`src/rtl/imm_decode_stage.sv`:
```
// imm_decode_stage: RISC-V immediate decoder feeding a two-entry skid-buffered valid/ready output
module imm_decode_stage #(
  parameter int XLEN  = 32,
  parameter int CNT_W = 16
) (
  input  logic             clk,
  input  logic             rst_n,
  input  logic             in_valid,
  output logic             in_ready,
  input  logic [31:0]      in_instr,
  output logic             out_valid,
  input  logic             out_ready,
  output logic [31:0]      out_instr,
  output logic [XLEN-1:0]  out_imm,
  output logic [2:0]       out_type,
  output logic             out_illegal,
  output logic [CNT_W-1:0] illegal_cnt,
  input  logic             cnt_clr
);
  localparam int EW = 36 + XLEN;
  typedef enum logic [1:0] {EMPTY, ONE, FULL} state_t;
  state_t r_state, w_next;
  logic [EW-1:0] r_head, r_skid, w_ent;
  logic [XLEN-1:0] w_imm;
  logic [2:0] w_type, w_f3;
  logic [6:0] w_op;
  logic w_ill, w_acc, w_pop, w_load_head, w_load_skid, w_shamt;
  logic [CNT_W-1:0] r_cnt;
  assign w_op    = in_instr[6:0];
  assign w_f3    = in_instr[14:12];
  assign w_shamt = w_f3[1:0] == 2'b01;
  always_comb begin
    w_imm  = '0;
    w_type = 3'd0;
    w_ill  = 1'b0;
    case (w_op)
      7'b0000011, 7'b1100111: begin
        w_imm  = XLEN'($signed(in_instr[31:20]));
        w_type = 3'd1;
      end
      7'b0010011: begin
        w_imm  = w_shamt ? (XLEN == 64 ? XLEN'(in_instr[25:20]) : XLEN'(in_instr[24:20]))
                         : XLEN'($signed(in_instr[31:20]));
        w_type = w_shamt ? 3'd6 : 3'd1;
      end
      7'b0100011: begin
        w_imm  = XLEN'($signed({in_instr[31:25], in_instr[11:7]}));
        w_type = 3'd2;
      end
      7'b1100011: begin
        w_imm  = XLEN'($signed({in_instr[31], in_instr[7], in_instr[30:25], in_instr[11:8], 1'b0}));
        w_type = 3'd3;
      end
      7'b0110111, 7'b0010111: begin
        w_imm  = XLEN'($signed({in_instr[31:12], 12'b0}));
        w_type = 3'd4;
      end
      7'b1101111: begin
        w_imm  = XLEN'($signed({in_instr[31], in_instr[19:12], in_instr[20], in_instr[30:21], 1'b0}));
        w_type = 3'd5;
      end
      7'b1110011: begin
        w_imm  = w_f3[2] ? XLEN'(in_instr[19:15]) : '0;
        w_type = w_f3[2] ? 3'd7 : 3'd0;
      end
      7'b0110011, 7'b0001111: w_ill = 1'b0;
      default: w_ill = 1'b1;
    endcase
  end
  assign w_ent       = {in_instr, w_imm, w_type, w_ill};
  assign in_ready    = rst_n & (r_state != FULL);
  assign out_valid   = r_state != EMPTY;
  assign w_acc       = in_valid & in_ready;
  assign w_pop       = out_valid & out_ready;
  assign w_load_skid = w_acc & (r_state == ONE) & ~w_pop;
  assign w_load_head = (w_acc & ((r_state == EMPTY) | w_pop)) | ((r_state == FULL) & w_pop);
  assign {out_instr, out_imm, out_type, out_illegal} = r_head;
  assign illegal_cnt = r_cnt;
  always_comb begin
    w_next = r_state;
    case (r_state)
      EMPTY:   w_next = w_acc ? ONE : EMPTY;
      ONE:     w_next = (w_acc & ~w_pop) ? FULL : ((~w_acc & w_pop) ? EMPTY : ONE);
      FULL:    w_next = w_pop ? ONE : FULL;
      default: w_next = EMPTY;
    endcase
  end
  always_ff @(posedge clk) begin
    if (!rst_n) begin
      r_state <= EMPTY;
      r_head  <= '0;
      r_skid  <= '0;
      r_cnt   <= '0;
    end else begin
      r_state <= w_next;
      if (w_load_head) r_head <= (r_state == FULL) ? r_skid : w_ent;
      if (w_load_skid) r_skid <= w_ent;
      if (cnt_clr) r_cnt <= '0;
      else if (w_acc & w_ill & ~&r_cnt) r_cnt <= r_cnt + 1'b1;
    end
  end
endmodule

```
`config.mk`:
```
export PLATFORM = sky130hd
export DESIGN_NAME = imm_decode_stage
export DESIGN_NICKNAME = d
export VERILOG_FILES = /design/src/rtl/imm_decode_stage.sv
export SDC_FILE = /design/constraint.sdc
export NUM_CORES = 1
export LEC_CHECK = 0
export CAP_MARGIN = 20
export CORE_MARGIN = 5
export CORE_UTILIZATION = 49
export CTS_BUF_LIST = sky130_fd_sc_hd__clkbuf_2 sky130_fd_sc_hd__clkbuf_4 sky130_fd_sc_hd__clkbuf_8
export DETAILED_ROUTE_END_ITERATION = 7
export PLACE_DENSITY = 0.82
export SYNTH_ARGS = -nofsm -noshare
export SYNTH_HDL_FRONTEND = slang
export SYNTH_SLANG_ARGS = --single-unit
```
`constraint.sdc`:
```
create_clock -name clk -period 1.84 [get_ports clk]
set_input_delay 0.552 -clock clk [delete_from_list [all_inputs] [get_ports clk]]
set_output_delay 0.552 -clock clk [all_outputs]
set_load 0.01 [all_outputs]
```
==> results.ini <==
[outcome]
status = finished clean

[setup_path]
criticalPathCategory = input pin to register
critPathLaunchType = input pin
cp.required_ns = 2.21
ff2ff_path_depth = 7
rr_endpoint = r_head[15]
r2r_slack_ns = 0.08
critPathMaxFanout = 4
critPathArrivalTime_ns = 2.18
cp-end-kind = register
crit-reg2reg-launch = r_state[1]

[hold_path]
hold_start = r_skid[44]
hold_path_depth = 2
min_to = r_skid[44]
hp-class = register to register

[routing]
drtIter0Drc = 663
wl_mm = 20.9
via_count = 7118
viasPerCell = 5.77
ant_nets = 0
drc = 0
first_pass_iters = 7
wl_per_cell_um = 17.0

[timing]
rsz0062_at_grt = true
tightest_slew_ns = 0.477
fmax_mhz = 551
setup_viol = 0
slew_headroom_pct = 67.9
fin_crit_sh_pct = 98.6
min_period_ns = 1.81
slew_violations = 0
finalSetupTns_ns = 0
setup_ws_ns = 0.0257
finClkSkew_ns = 0.00859
finalHoldViolCount = 0

[cts]
cts_buffer_depth = 2
clk_pin_slew_ns = 0.08
clock-sinks = 154
ctsRootBufferMaster = clkbuf_8
clk_latency_ns = 0.47
cts_tree = yes
cts_buffers = 17
cts_max_level = 4

[final_layout]
layout_common_cells = nand2_1 (191), dfxtp_1 (145), buf_4 (98)
layout_commonest_cell = nand2_1
fillers = 1183
seq_area_mm2 = 0.00310
area_growth_pct = 35.8
antenna_cells = 0
multi_input_area_mm2 = 0.00354
drive_above_1_share_pct = 17.0
nets = 1080
stdcell_count = 1234

[yosys]
synth_edf_count = 0
syn_area_per_cell_um2 = 7.99
synth_ff_type = dfxtp_1
ys_warn_count = 0
synth_async_sr_flop_share_pct = 0
synth_area_leaders = dfxtp_1 (45%), nand2_1 (10%), a21oi_1 (6.6%)
ys_seq_area_share_pct = 44.5
syn_nets = 906
ys_seq_elements = 154
synth.distinct_cells = 66
yosys.area.top_type = dfxtp_1
yosysTopAreaCellShare_pct = 44.5
synthCells = 867
synth_area_mm2 = 0.00693

[power]
clockPowerShare_pct = 39.2
swShare_pct = 25.7
vdd_drop_max_mv = 0.534
power_frac_seq_pct = 46.0
combPwrFrac_pct = 14.9
p_int_w = 0.00574
p_switching_w = 0.00199
power.leakage_nw = 3.91
p_per_area_mw_per_mm2 = 821

[die]
die_area_mm2 = 0.0166
initial_core_util_pct = 49.9
core_area_mm2 = 0.0139
die_w_um = 129
die_h_um = 129
ios = 123
rows = 43

[grt]
antenna_found_initial = 0
track_usage_pct = 25.6
grt_pass1_wl_mm = 34.5
grt_pass1_vias = 6921
grt-ovfl-total = 0
grt_max_degree = 65

[placed_design]
hpwl_mm = 14.3
io_buffers = 122
dp.cells = 1199
place.gp.congestion = 0.973
dp_worst_setup_slack_ns = -0.668

[flow_run]
max-cap-violations = 0

-- sequential cells by signal (all words and copies together), names as in the netlist --
| register | flops |
|---|---|
| illegal_cnt | 16 |
| r_head | 68 |
| r_skid | 68 |
| r_state | 2 |
-- logic make-up (layout without fill, tap and decap cells) --
| logic type | count (synthesis) | in the layout | synth area share, % |
|---|---|---|---|
| compound gates | 285 | 285 | 27.1 |
| xor+xnor | 1 | 1 | 0.126 |
| fa+ha+maj | 2 | 2 | 0.361 |
| buf+inv | 84 | 271 | 5.44 |
| flops | 154 | 154 | 44.5 |
| mux | 8 | 8 | 1.16 |
| simple gates | 333 | 333 | 21.3 |
-- layer usage --
layer	wire (µm)	GRT usage, %	up-vias
met2	9690	40.4	274
met4	460	8.96	0
li1	-	-	3449
met1	9330	34.5	3358
met5	0	0	-
met3	1460	5.69	37
-- per-stage QoR --
step	instance area (µm²)	hold WS (ns)	utilization [%]	power (W)
after floorplan	6960	0.432	-	0.00418
after global placement	8910	0.442	64.2	0.00479
after detailed placement	8910	0.447	64.2	0.00481
after CTS	9360	0.458	67.4	0.00773
after global routing	9410	0.470	67.8	0.00801
final	9410	0.456	67.8	0.00773
-- cell type report --
cell class	count	area share (%)
multi-input combinational	629	37.6
sequential	154	32.9
timing repair buffer	232	21.7
clock buffer	21	3.01
tap	180	2.39
clock inverter	11	2.02
inverter	7	0.279
-- power groups by stage --
stage | clock network (W) | logic, W | registers (W)
after CTS | 0.00305 | 0.00112 | 0.00355
after floorplan | 0 | 0.000508 | 0.00367
after detailed placement | 0 | 0.00117 | 0.00364
after global routing | 0.00320 | 0.00124 | 0.00357
final | 0.00303 | 0.00115 | 0.00355
after global placement | 0 | 0.00116 | 0.00363
-- worst max-delay path by stage --
stage | start | to | slack (ns) | cells after the start
detailed placement | in_instr[3] | illegal_cnt[3] | -0.67 | 6
global route | r_state[0] | illegal_cnt[12] | -0.03 | 6
CTS | illegal_cnt[2] | illegal_cnt[2] | 0.03 | 2
global placement | in_instr[3] | illegal_cnt[3] | -0.64 | 6
finish | in_instr[12] | r_head[15] | 0.03 | 7
floorplan | in_instr[6] | illegal_cnt[15] | -0.06 | 6
-- Yosys cell counts, types with 8 or more instances --
cell / n
a21oi_1: 91
a221oi_1: 12
a22o_1: 13
a311oi_1: 32
and3_1: 8
buf_2: 21
clkbuf_1: 47
dfxtp_1: 154
mux2i_1: 8
nand2_1: 191
nand3_1: 11
nor2_1: 62
nor3_1: 9
o211ai_1: 8
o21a_1: 9
o21ai_0: 56
o21ai_1: 8
-- critical path: stages --
cell and delay [ns]:
clkdlybuf4s50_1 0.42, nor2b_2 0.19, o21ai_2 0.19, buf_4 0.15, a21boi_0 0.08, o32a_1 0.23, a221oi_2 0.35
-- what timing repair did --
action                     in CTS  in global routing
setup endpoints to repair     197                 48
gates cloned                    1                  0
pin swaps                       2                  0
gates resized for setup       122                 13
setup buffers                   2                  0
hold buffers                    0                  0
No activity file was read; power rests on OpenSTA's default activity.
